==> config.mk <==
export PLATFORM = sky130hd
export DESIGN_NAME = ext_share_arbiter
export DESIGN_NICKNAME = d
export VERILOG_FILES = /design/src/rtl/ext_share_arbiter.sv
export SDC_FILE = /design/constraint.sdc
export NUM_CORES = 1
export LEC_CHECK = 0
export ABC_CLOCK_PERIOD_IN_PS = 1300
export CORE_MARGIN = 2
export CORE_UTILIZATION = 40
export CTS_CLUSTER_SIZE = 20
export DETAILED_ROUTE_END_ITERATION = 7
export DONT_BUFFER_PORTS = 1
export REMOVE_ABC_BUFFERS = 1
export SKIP_LAST_GASP = 1
export SYNTH_ARGS = -nofsm -noshare
export SYNTH_HDL_FRONTEND = slang
export SYNTH_SLANG_ARGS = --single-unit
==> constraint.sdc <==
create_clock -name clk -period 1.3 [get_ports clk]
set_input_delay 0.195 -clock clk [delete_from_list [all_inputs] [get_ports clk]]
set_output_delay 0.195 -clock clk [all_outputs]
set_load 0.02 [all_outputs]
==> src/rtl/ext_share_arbiter.sv <==
`default_nettype none
// ============================================================================
// Module      : ext_share_arbiter
// Description : Two requesters share one 32-bit immediate extension unit.
//               A round-robin or starvation-bounded fixed-priority arbiter
//               grants one request per cycle. The result is held in a
//               one-entry output register with a valid/ready handshake and
//               a requester tag.
// Revision    : 1.0 - initial release
// ============================================================================
module ext_share_arbiter #(
    parameter int MODE         = 0,  // 0 = round-robin, 1 = r0 priority with starvation bound
    parameter int RR_INIT      = 0,  // requester holding round-robin priority after reset
    parameter int STARVE_LIMIT = 4   // r0 grants tolerated while r1 waits (MODE 1)
) (
    input  logic        clk,
    input  logic        reset,
    input  logic        r0_valid_i,
    input  logic [15:0] r0_imm_i,
    input  logic [1:0]  r0_eop_i,
    output logic        r0_ready_o,
    input  logic        r1_valid_i,
    input  logic [15:0] r1_imm_i,
    input  logic [1:0]  r1_eop_i,
    output logic        r1_ready_o,
    output logic        out_valid_o,
    input  logic        out_ready_i,
    output logic [31:0] out_data_o,
    output logic        out_id_o,
    output logic        busy_o
);

    localparam int            CW       = (STARVE_LIMIT < 1) ? 1 : $clog2(STARVE_LIMIT + 1);
    localparam logic [CW-1:0] LIMIT    = CW'(STARVE_LIMIT);
    localparam logic          RR_RESET = (RR_INIT != 0);

    typedef enum logic [0:0] {
        S_EMPTY = 1'b0,
        S_FULL  = 1'b1
    } state_t;

    state_t        state_q, state_d;
    logic [31:0]   out_data_q, out_data_d;
    logic          out_id_q, out_id_d;
    logic          rr_ptr_q, rr_ptr_d;
    logic [CW-1:0] starve_cnt_q, starve_cnt_d;

    logic          slot_free;
    logic          pick_r0, pick_r1;
    logic          gnt0, gnt1;
    logic [15:0]   sel_imm;
    logic [1:0]    sel_eop;
    logic [31:0]   ext_result;

    // Arbitration: choose a requester, then gate by output slot availability
    always_comb begin
        pick_r0 = 1'b0;
        pick_r1 = 1'b0;
        if (MODE == 0) begin
            if (r0_valid_i && r1_valid_i) begin
                pick_r1 = rr_ptr_q;
                pick_r0 = !rr_ptr_q;
            end else begin
                pick_r0 = r0_valid_i;
                pick_r1 = r1_valid_i;
            end
        end else begin
            // r1 wins when alone or once r0 has been served LIMIT times in a row
            pick_r1 = r1_valid_i && (!r0_valid_i || (starve_cnt_q == LIMIT));
            pick_r0 = r0_valid_i && !pick_r1;
        end
        slot_free = (state_q == S_EMPTY) || out_ready_i;
        gnt0      = pick_r0 && slot_free;
        gnt1      = pick_r1 && slot_free;
    end

    // Extension unit operating on the granted requester's operands
    always_comb begin
        sel_imm = gnt1 ? r1_imm_i : r0_imm_i;
        sel_eop = gnt1 ? r1_eop_i : r0_eop_i;
        case (sel_eop)
            2'b00:   ext_result = {{16{sel_imm[15]}}, sel_imm};
            2'b01:   ext_result = {16'h0000, sel_imm};
            2'b10:   ext_result = {sel_imm, 16'h0000};
            default: ext_result = {{14{sel_imm[15]}}, sel_imm, 2'b00};
        endcase
    end

    // Next-state logic for the output slot FSM, data register and arbiter state
    always_comb begin
        state_d      = state_q;
        out_data_d   = out_data_q;
        out_id_d     = out_id_q;
        rr_ptr_d     = rr_ptr_q;
        starve_cnt_d = starve_cnt_q;

        case (state_q)
            S_EMPTY: if (gnt0 || gnt1) state_d = S_FULL;
            S_FULL:  if (out_ready_i && !(gnt0 || gnt1)) state_d = S_EMPTY;
            default: state_d = S_EMPTY;
        endcase

        if (gnt0 || gnt1) begin
            out_data_d = ext_result;
            out_id_d   = gnt1;
        end

        // Priority passes to the requester that was not just served
        if (gnt0) begin
            rr_ptr_d = 1'b1;
        end else if (gnt1) begin
            rr_ptr_d = 1'b0;
        end

        // Count back-to-back r0 wins while r1 is waiting
        if (!r1_valid_i || gnt1) begin
            starve_cnt_d = '0;
        end else if (gnt0 && (starve_cnt_q != LIMIT)) begin
            starve_cnt_d = starve_cnt_q + 1'b1;
        end
    end

    // State register with synchronous reset taking priority over everything
    always_ff @(posedge clk) begin
        if (reset) begin
            state_q      <= S_EMPTY;
            out_data_q   <= 32'h0000_0000;
            out_id_q     <= 1'b0;
            rr_ptr_q     <= RR_RESET;
            starve_cnt_q <= '0;
        end else begin
            state_q      <= state_d;
            out_data_q   <= out_data_d;
            out_id_q     <= out_id_d;
            rr_ptr_q     <= rr_ptr_d;
            starve_cnt_q <= starve_cnt_d;
        end
    end

    assign r0_ready_o  = gnt0;
    assign r1_ready_o  = gnt1;
    assign out_valid_o = (state_q == S_FULL);
    assign busy_o      = (state_q == S_FULL);
    assign out_data_o  = out_data_q;
    assign out_id_o    = out_id_q;

endmodule
`default_nettype wire

==> summary.md, run 1 <==
| Metric | Value |
|---|---|
| Clock period minus worst slack | `around 1.4 ns` |
| Main synth FF type | `dfxtp_1` |
| Die Area | `about 5800 um^2` |
| Clock transition at path regs | `0.08 ns` |
| Fin Setup TNS | `-1.77 ns` |
| PwrDens | `roughly 1100 nW/um^2` |
| Switching part of the total | `between 30% and 40%` |
| Register bit total from synthesis | `35` |
| Drt first pass iters | `4` |
| Fin area | `between 2000 and 3000 um^2` |
| Final setup fails | `31` |
| Critical Path Source | `rr_ptr_q$_SDFFE_PP0P_` |
| Max Cap Viol | `0` |
| Fmax | `717 MHz` |
| Initial antenna violation count | `0` |
| Placed cell area | `between 2000 and 2500 um^2` |
| Power share of the clock group | `between 30% and 40%` |
| Final Hold Vio Count | `0` |
| Failing checks | `setup timing` |
| Critical path arrival | `1.56 ns` |
| Post-route ant nets | `0` |
| Nets | `between 200 and 300` |
| Final WL | `about 7 mm` |
| Clock Tree Root | `clkbuf_8` |
| Warnings, synthesis | `0` |
| Clock skew | `approximately 0.012 ns` |
| CTS tree | `yes` |
| Slowest cell on crit path | `dfxtp_4` |
| Clock sink total | `35` |
| Starting DRT DRC Count | `about 150` |
| Final count of pins violating max slew | `0` |
| Chip height | `roughly 76 um` |
| CP Launch Type | `flip-flop` |
| Sequential group share of total power | `roughly 46%` |
| Unrepaired setup endpoints after global routing | `yes` |
| VDD IR max | `around 450 uV` |
| Switching pwr | `approximately 950 uW` |
| Worst Tran Pin Value | `about 0.57 ns` |
| N_diodes | `0` |
| Async SR Flop Fraction | `0%` |
| Core area | `~5100 um^2` |
| Worst Path Buf+Inv | `1` |
| GRT Overall Usage | `23.4%` |
| Synth Instances | `~230` |
| Cell row count | `26` |
| CTS Buf Count | `5` |
| Synthesized area | `roughly 2100 um^2` |
| Vias | `2,001` |
| Register area share after synthesis | `33.4%` |
| Int Pwr | `~2.0 mW` |
| Largest net degree at the start of global routing | `22` |
| Crit path kind | `flip-flop to flip-flop` |
| FF-to-FF setup slack | `-0.09 ns` |
| P_leak | `1.01 nW` |
| Via density | `between 6 and 7` |
| WP depth | `5` |
| Count leader, synth | `dfxtp_1` |
| Clock Path Buffers | `2` |
| Crit Path Max Fanout | `4` |
| PnR worst setup slack | `-0.0948 ns` |
| Cell family with most CP delay | `compound AO/OA/AOI/OAI gates` |
| Grt total ovfl | `0` |
| Remaining DRCs | `0` |
| Commonest cells post-synth | `dfxtp_1, nand2_1, mux2i_1, o221ai_1` |
| WL/cell | `21.4 um` |
| Synth cell types | `50` |
| Worst skew pair latency | `around 0.30 ns` |
| Max_slew headroom | `around three fifths` |
| Worst R2R End | `out_data_o[4]$_SDFFE_PP0P_` |
| Reg-to-Reg Start | `rr_ptr_q$_SDFFE_PP0P_` |
| Mean area per synthesized cell | `around 9.2 um^2` |
| Initial core utilization | `about two fifths` |
| Worst EP required | `around 1.5 ns` |
| HPWL after DPL | `roughly 4.6 mm` |
| Share of Yosys cell area claimed by the top area cell type | `between 30 and 40%` |
| Max incr delay on CP | `between 0.3 and 0.4 ns` |
| Hold slack final | `~0.015 ns` |
| CP endpoint kind | `flip-flop` |
| Share of layout cells above drive strength 1 | `40.0%` |
| Worst Setup EP | `out_data_o[4]$_SDFFE_PP0P_` |
| Fill cell count | `~500` |
| Area contributors post-synth | `dfxtp_1, mux2i_1, o221ai_1` |
| Comb pwr share | `between 20% and 30%` |
| Area Growth Syn to Fin | `31.4%` |
| Htree depth | `2` |
| CP Cell Sequence | `nand2b_4 > nand2_1 > buf_4 > a311oi_1 > o32ai_1` |
| Pwr Total | `between 2 and 3 mW` |
| Tcrit/Tclk final | `107%` |
| Post-synth EDFFs | `0` |
| Boundary Pins | `~80` |
| Hold WC Path Type | `primary input to flip-flop` |
| Vias in the first global route | `1,993` |
| Cell taking the most area after synthesis | `dfxtp_1` |
| Status | `complete, but fails checks` |
| Pre-CTS setup slack | `-0.169 ns` |
| GP Congestion | `0.899` |
| Die Width | `76.4 um` |
| PortBufs | `0` |
| First-pass GRT wire length | `10.8 mm` |
| FF-to-FF path depth | `5` |
## what timing repair did
| action | 4_1_cts | 5_1_grt |
|---|---|---|
| cloned | 2 | 1 |
| buffers inserted | 4 | 2 |
| endpoints found under the hold margin | 5 | 0 |
| resized for setup | 46 | 31 |
| hold buffers | 2 | 0 |
| endpoints found under the setup margin | 32 | 34 |
| pin swaps | 20 | 19 |
## stage by stage
step | util [%] | cells
global placement | 44.4 | 302
finish | 54.3 | 320
floorplan | - | 207
global route | 54.3 | 320
detailed placement | 44.4 | 302
CTS | 51.0 | 317
## worst min-delay path by stage
stage          depth (start not counted)                           to  startpoint  slack (ns)
2_1_floorplan                          1   out_data_o[0]$_SDFFE_PP0P_       reset        0.26
3_5_place_dp                           1   out_data_o[0]$_SDFFE_PP0P_       reset        0.27
4_1_cts                                1  out_data_o[12]$_SDFFE_PP0P_       reset       0.006
3_3_place_gp                           1   out_data_o[0]$_SDFFE_PP0P_       reset        0.27
6_report                               1  out_data_o[14]$_SDFFE_PP0P_       reset        0.01
5_1_grt                                1   out_data_o[2]$_SDFFE_PP0P_       reset       0.006
## state kept, by name (all words and copies together) (netlist names)
| register | count |
|---|---|
| busy_o | 1 |
| rr_ptr_q | 1 |
| out_id_o | 1 |
| out_data_o | 32 |
## cells in the final DEF (no fill, tap or decap), drive strengths merged, types with 3 or more instances in the layout
cell | synthesis | routed
a222oi | 3 | 3
o21ai | 19 | 19
o32ai | 9 | 9
nor4b | 9 | 9
nor2 | 14 | 14
nand2 | 23 | 23
o221ai | 14 | 14
o22ai | 3 | 3
and2b | 3 | 4
dfxtp | 35 | 35
mux2i | 14 | 14
buf | 20 | 32
inv | 5 | 5
nand2b | 4 | 4
clkbuf | 1 | 8
nand3 | 8 | 8
a311oi | 12 | 12
a21oi | 10 | 10
## layer usage
layer / vias to the layer above / share of wire (%) / track usage, %
met5: - / 0 / 0
met4: 0 / 2.0 / 9.64
met3: 9 / 7.8 / 6.16
met2: 73 / 49 / 39.3
met1: 975 / 41 / 28.5
li1: 944 / - / -
## logic make-up (layout without fill, tap and decap cells)
group / count (synthesis) / in the layout / share of synthesized area [%]
AOI/OAI and AO/OA: 80 / 80 / 29.1
and+or+nand+nor: 71 / 72 / 22.2
DFF: 35 / 35 / 33.4
buffers and inverters: 26 / 47 / 7.33
muxes: 16 / 16 / 7.93
## layout make-up
cell class                 instances  area (um^2)  share of cell area (%)
timing repair buffer              34          340                    12.3
multi-input combinational        168         1510                    54.6
tap                               70         87.6                    3.18
inverter                           5         18.8                   0.681
clock buffer                       8          100                    3.63
sequential                        35          706                    25.6
## power groups by stage
| stage | registers, mW | logic (mW) | clock network (mW) |
|---|---|---|---|
| CTS | 1.37 | 0.630 | 0.904 |
| finish | 1.37 | 0.703 | 0.891 |
| floorplan | 1.38 | 0.369 | 0 |
| global placement | 1.40 | 0.540 | 0 |
| global route | 1.38 | 0.762 | 0.953 |
| detailed placement | 1.40 | 0.545 | 0 |
Power figures use the tool's default switching activity.
==> inputs of run 2 (changes only) <==
--- a/config.mk
+++ b/config.mk
@@ -5,6 +5,7 @@
 export SDC_FILE = /design/constraint.sdc
 export NUM_CORES = 1
 export LEC_CHECK = 0
+export ABC_AREA = 1
 export ABC_CLOCK_PERIOD_IN_PS = 1300
 export CORE_MARGIN = 2
 export CORE_UTILIZATION = 40
==> summary.md, run 2 <==
| Metric | Value |
|---|---|
| First-pass GRT wire length | `9.82 mm` |
| HPWL after DPL | `roughly 4.0 mm` |
| Max Cap Viol | `0` |
| Async SR Flop Fraction | `0%` |
| P_leak | `roughly 1.3 nW` |
| Fmax | `just under 700 MHz` |
| Chip height | `74.6 um` |
| Placed cell area | `between 2000 and 2500 um^2` |
| Area contributors post-synth | `dfxtp_1, nand2_1, nor2_1` |
| Failing checks | `setup timing` |
| GP Congestion | `~0.86` |
| Pre-CTS setup slack | `-0.252 ns` |
| Tcrit/Tclk final | `114%` |
| Hold WC Path Type | `primary input to flip-flop` |
| Final count of pins violating max slew | `0` |
| Commonest non-fill, non-tap cell in the layout | `nand2_1` |
| Initial antenna violation count | `0` |
| WL/cell | `between 15 and 20 um` |
| Hold slack final | `0.0770 ns` |
| Synthesized area | `~2000 um^2` |
| Register area share after synthesis | `35.1%` |
| Post-route ant nets | `0` |
| Fin area | `around 2800 um^2` |
| Placed instance count | `just under 400` |
| Crit Path Max Fanout | `5` |
| CTS tree | `yes` |
| Vias | `roughly 2,200` |
| Initial core utilization | `a little over two fifths` |
| Worst skew pair latency | `around 0.3 ns` |
| PortBufs | `0` |
| Clock Path Buffers | `2` |
| Post-layout util | `approximately three fifths` |
| Clock sink total | `35` |
| Nets | `391` |
| Post-synth EDFFs | `0` |
| CP Launch Type | `flip-flop` |
| Area Growth Syn to Fin | `41.0%` |
| Clock skew | `0.00719 ns` |
| Final Hold Vio Count | `0` |
| Share of Yosys cell area claimed by the top area cell type | `roughly a third` |
| Final setup fails | `34` |
| Count leader, synth | `nand2_1` |
| Clock transition at path regs | `0.07 ns` |
| CTS Buf Count | `5` |
| Register bit total from synthesis | `35` |
| Pwr Total | `~3.4 mW` |
| Crit path kind | `flip-flop to flip-flop` |
| Fin Setup TNS | `-3.87 ns` |
| Max_slew headroom | `about three fifths` |
| Post-Layout Cell Count | `about 420` |
| Boundary Pins | `slightly below 80` |
| Cell taking the most area after synthesis | `dfxtp_1` |
| Vias in the first global route | `~2,000` |
| Max FFs per register | `32` |
| GRT Overall Usage | `23.5%` |
| Drt first pass iters | `4` |
| Die Width | `between 70 and 80 um` |
| Via density | `5.27` |
| Final WL | `between 6 and 7 mm` |
| Synth Instances | `between 300 and 400` |
| PwrDens | `between 1000 and 1500 nW/um^2` |
| Mean area per synthesized cell | `roughly 6.2 um^2` |
| Status | `complete, but fails checks` |
| Worst Hold Depth | `3` |
| Warnings, synthesis | `0` |
| FF-to-FF path depth | `10` |
| PnR worst setup slack | `-0.177 ns` |
| Unrepaired setup endpoints after global routing | `yes` |
| Fill cell count | `roughly 470` |
| Largest net degree at the start of global routing | `25` |
| Main synth FF type | `dfxtp_1` |
| Starting DRT DRC Count | `between 90 and 100` |
| Remaining DRCs | `0` |
| CP endpoint kind | `flip-flop` |
| Grt total ovfl | `0` |
| N_diodes | `0` |
| Core area | `4750 um^2` |
| Critical path arrival | `roughly 1.7 ns` |
| Htree depth | `2` |
| Worst Tran Pin Value | `between 0.6 and 0.7 ns` |
| Clock period minus worst slack | `roughly 1.5 ns` |
| Clock Tree Root | `clkbuf_8` |
| Cell row count | `25` |
| VDD IR max | `approximately 440 uV` |
| Commonest cells after routing, fill and taps aside | `nand2_1, nor2_1, dfxtp_1` |
| Die Area | `roughly 5600 um^2` |
| Share of layout cells above drive strength 1 | `around 32%` |
| Worst EP required | `~1.5 ns` |
| Synth cell types | `19` |
| Commonest cells post-synth | `nand2_1, nor2_1, dfxtp_1, nand3_1, o21ai_0` |
==> run 2: repair_timing <==
action / in CTS / in global routing
gates cloned: 5 / 3
endpoints found under the hold margin: 15 / 0
setup buffers: 7 / 7
hold buffers: 1 / 0
gates resized for setup: 41 / 48
pin swaps: 13 / 22
endpoints found under the setup margin: 34 / 34
==> run 2: routing by layer <==
metal / global-route usage, % / up-vias / wire length, um / part of all wire, %
li1: - / 1098 / - / -
met5: 0 / - / 0 / 0
met3: 6.16 / 7 / 486 / 7.4
met4: 11.9 / 0 / 68 / 1.0
met1: 28.5 / 1017 / 2660 / 41
met2: 38.3 / 82 / 3340 / 51
==> run 2: cell families after synthesis <==
group                  count (synthesis)  synth area share (%)
flip-flops                            35                  35.1
buffers and inverters                 37                  9.16
AO/OA/AOI/OAI                         34                  9.41
AND/OR/NAND/NOR                      217                  46.3
==> run 2: worst paths after layout <==
check                                      startpoint                          end  slack [ns]
worst max-delay path                busy_o$_SDFF_PP0_  out_data_o[16]$_SDFFE_PP0P_       -0.18
worst min-delay path                       r1_valid_i        rr_ptr_q$_SDFFE_PP0P_        0.08
worst max register to register      busy_o$_SDFF_PP0_  out_data_o[16]$_SDFFE_PP0P_       -0.18
worst min register to register  out_id_o$_SDFFE_PP0P_        out_id_o$_SDFFE_PP0P_        0.57
==> run 2: area by class of cell <==
class / instances / area, um^2 / share of cell area (%)
clock inverter: 3 / 43.8 / 1.56
tap: 67 / 83.8 / 2.98
inverter: 12 / 52.6 / 1.87
multi-input combinational: 253 / 1350 / 48.0
clock buffer: 5 / 68.8 / 2.45
timing repair buffer: 43 / 510 / 18.1
sequential: 35 / 703 / 25.0
==> run 2: power by group <==
group	switching, mW	internal, mW	leakage (nW)
clock	0.442	0.571	0.0581
sequential	0.195	1.18	0.290
combinational	0.577	0.462	0.934
total	1.21	2.21	1.28
==> run 2: worst max-delay path: stages, from the launching register on <==
cell	delay (ns)
dfxtp_2	0.37
nand2_4	0.10
buf_6	0.14
nand4_1	0.12
nand2_4	0.11
buf_12	0.14
clkbuf_16	0.15
nand3_2	0.06
nand2_1	0.05
nor2_1	0.09
nor2_1	0.04
==> inputs of run 3 (changes only) <==
--- a/config.mk
+++ b/config.mk
@@ -12,8 +12,9 @@
 export CTS_CLUSTER_SIZE = 20
 export DETAILED_ROUTE_END_ITERATION = 7
 export DONT_BUFFER_PORTS = 1
-export REMOVE_ABC_BUFFERS = 1
+export PLACE_DENSITY = 0.63
 export SKIP_LAST_GASP = 1
+export SLEW_MARGIN = 10
 export SYNTH_ARGS = -nofsm -noshare
 export SYNTH_HDL_FRONTEND = slang
 export SYNTH_SLANG_ARGS = --single-unit
==> summary.md, run 3 (synthesis gave the netlist of run 2 again) <==
| Metric | Value |
|---|---|
| PwrDens | `~1200 nW/um^2` |
| Final WL | `between 6 and 7 mm` |
| Clock period minus worst slack | `1.44 ns` |
| Status | `complete, but fails checks` |
| Placed instance count | `400` |
| Tcrit/Tclk final | `111%` |
| GP Congestion | `0.860` |
| Fill cell count | `approximately 460` |
| Clock skew | `just under 0.006 ns` |
| CTS tree | `yes` |
| Worst skew pair latency | `roughly 0.29 ns` |
| Final setup fails | `31` |
| Vias in the first global route | `just over 2,000` |
| Unrepaired setup endpoints after global routing | `yes` |
| Multi-input combinational cell area | `roughly 1300 um^2` |
| Core area | `between 4000 and 5000 um^2` |
| Grt total ovfl | `0` |
| Switching pwr | `about 1.1 mW` |
| Share of layout cells above drive strength 1 | `between 20 and 30%` |
| Via density | `5.27` |
| Switching part of the total | `between 30% and 40%` |
| Hold WC Path Type | `primary input to flip-flop` |
| Commonest cells after routing, fill and taps aside | `nand2_1, nor2_1, dfxtp_1` |
| Max_slew headroom | `between 60% and 70%` |
| FF+latch area | `approximately 700 um^2` |
| Crit Path Max Fanout | `15` |
| Worst Path Buf+Inv | `4` |
| Nets | `about 400` |
| CP Launch Type | `flip-flop` |
| Area Growth Syn to Fin | `34.1%` |
| CTS Buf Count | `5` |
| Post-route ant nets | `0` |
| Comb pwr share | `31.4%` |
| Power share of the clock group | `about a quarter` |
| Failing checks | `setup timing` |
| Vias | `between 2,000 and 2,500` |
| Sequential group share of total power | `around 44%` |
| Die Width | `74.6 um` |
| Max incr delay on CP | `about 0.33 ns` |
| Max FFs per register | `32` |
| Remaining DRCs | `0` |
| Cell family with most CP delay | `buffers and inverters` |
| Boundary Pins | `about 80` |
| Critical path arrival | `1.25 ns` |
| Commonest non-fill, non-tap cell in the layout | `nand2_1` |
| First-pass GRT wire length | `between 9 and 10 mm` |
| P_leak | `approximately 1.2 nW` |
| Clock transition at path regs | `~0.070 ns` |
| Crit path kind | `flip-flop to output pin` |
| Slowest cell on crit path | `dfxtp_2` |
| Clock sink total | `35` |
| Clock Path Buffers | `2` |
| Htree depth | `2` |
| Drt first pass iters | `4` |
| Fmax | `about 690 MHz` |
| Final count of pins violating max slew | `0` |
| Chip height | `around 75 um` |
| Die Area | `5570 um^2` |
| N_diodes | `0` |
| PortBufs | `0` |
| PnR worst setup slack | `-0.141 ns` |
| Final Hold Vio Count | `0` |
| Syn Nets | `364` |
| Int Pwr | `between 1.5 and 2 mW` |
| VDD IR max | `~520 uV` |
| CP endpoint kind | `output pin` |
| CP Cell Sequence | `inv_2 > nand2_4 > nand3_4 > buf_12 > inv_1 > buf_4` |
| Post-layout util | `between 50% and 60%` |
| Worst Tran Pin Value | `approximately 0.56 ns` |
| Initial core utilization | `a little over two fifths` |
| Initial antenna violation count | `0` |
| Largest net degree at the start of global routing | `25` |
| Starting DRT DRC Count | `150` |
| HPWL after DPL | `~4.3 mm` |
| GRT Overall Usage | `23.4%` |
| Worst EP required | `between 1 and 1.5 ns` |
| Pwr Total | `slightly above 3 mW` |
| WL/cell | `roughly 15 um` |
| Cell row count | `25` |
| Max Cap Viol | `0` |
| Post-Layout Cell Count | `approximately 420` |
| Clock Tree Root | `clkbuf_8` |
-- run 3: cell count changes in the layout (fill, tap and decap cells not counted), moves of 3 or more --
cell	before	now
nor2_2	15	9
nand2_2	15	20
buf_4	21	26
nand3_1	19	23
nand3_2	8	5
nor2_1	47	55
nand2_1	84	77
o21ai_0	12	20
o21ai_1	7	0
-- run 3: per-layer routing --
layer	GRT usage (%)	vias up	part of all wire [%]
met5	0	-	0
met3	5.35	11	6.6
li1	-	1100	-
met1	30.5	1019	42
met4	9.33	0	1.7
met2	37.9	77	50
-- run 3: final timing paths --
check | start | end | slack (ns) | cells past startpoint
setup / recovery | rr_ptr_q$_SDFFE_PP0P_ | r1_ready_o | -0.14 | 6
hold / removal | r0_imm_i[1] | out_data_o[1]$_SDFFE_PP0P_ | 0.22 | 4
setup reg to reg | rr_ptr_q$_SDFFE_PP0P_ | out_data_o[22]$_SDFFE_PP0P_ | -0.11 | 11
hold reg to reg | out_data_o[1]$_SDFFE_PP0P_ | out_data_o[1]$_SDFFE_PP0P_ | 0.57 | 2
-- run 3: metrics by stage --
step / hold WS [ns] / setup slack, ns / cell area (um^2) / TNS [ns]
global route: 0.248 / -0.213 / 2670 / -5.37
floorplan: 0.459 / -0.0624 / 2050 / -1.17
CTS: 0.187 / -0.142 / 2590 / -2.13
finish: 0.218 / -0.141 / 2670 / -2.17
global placement: 0.259 / -0.152 / 2270 / -3.05
detailed placement: 0.260 / -0.209 / 2270 / -4.41
-- run 3: cell type report --
type / instances / share of cell area, %
Clock buffer: 6 / 2.71
Clock inverter: 2 / 0.421
Inverter: 12 / 1.97
Multi-Input combinational cell: 253 / 49.1
Sequential cell: 35 / 26.4
Tap cell: 67 / 3.14
Timing Repair Buffer: 44 / 16.3
-- run 3: power groups by stage --
| stage | Combinational, mW | Clock, mW | Sequential, mW |
|---|---|---|---|
| finish | 0.972 | 0.771 | 1.35 |
| global route | 1.07 | 0.841 | 1.36 |
| CTS | 0.914 | 0.805 | 1.35 |
| detailed placement | 0.779 | 0 | 1.37 |
| global placement | 0.773 | 0 | 1.37 |
| floorplan | 0.547 | 0 | 1.38 |
-- run 3: what timing repair did --
item / 4_1_cts / 5_1_grt
buffers inserted: 5 / 2
pin swaps: 14 / 4
resized for setup: 47 / 20
hold buffers: 1 / 0
setup endpoints to repair: 34 / 34
endpoints found under the hold margin: 15 / 0
gates cloned: 3 / 0
-- run 3: tightest hold or removal path, cell delays in order --
cell and delay (ns):
nand2_1 0.06, nand2_2 0.08, nand2_1 0.07, a21oi_1 0.05
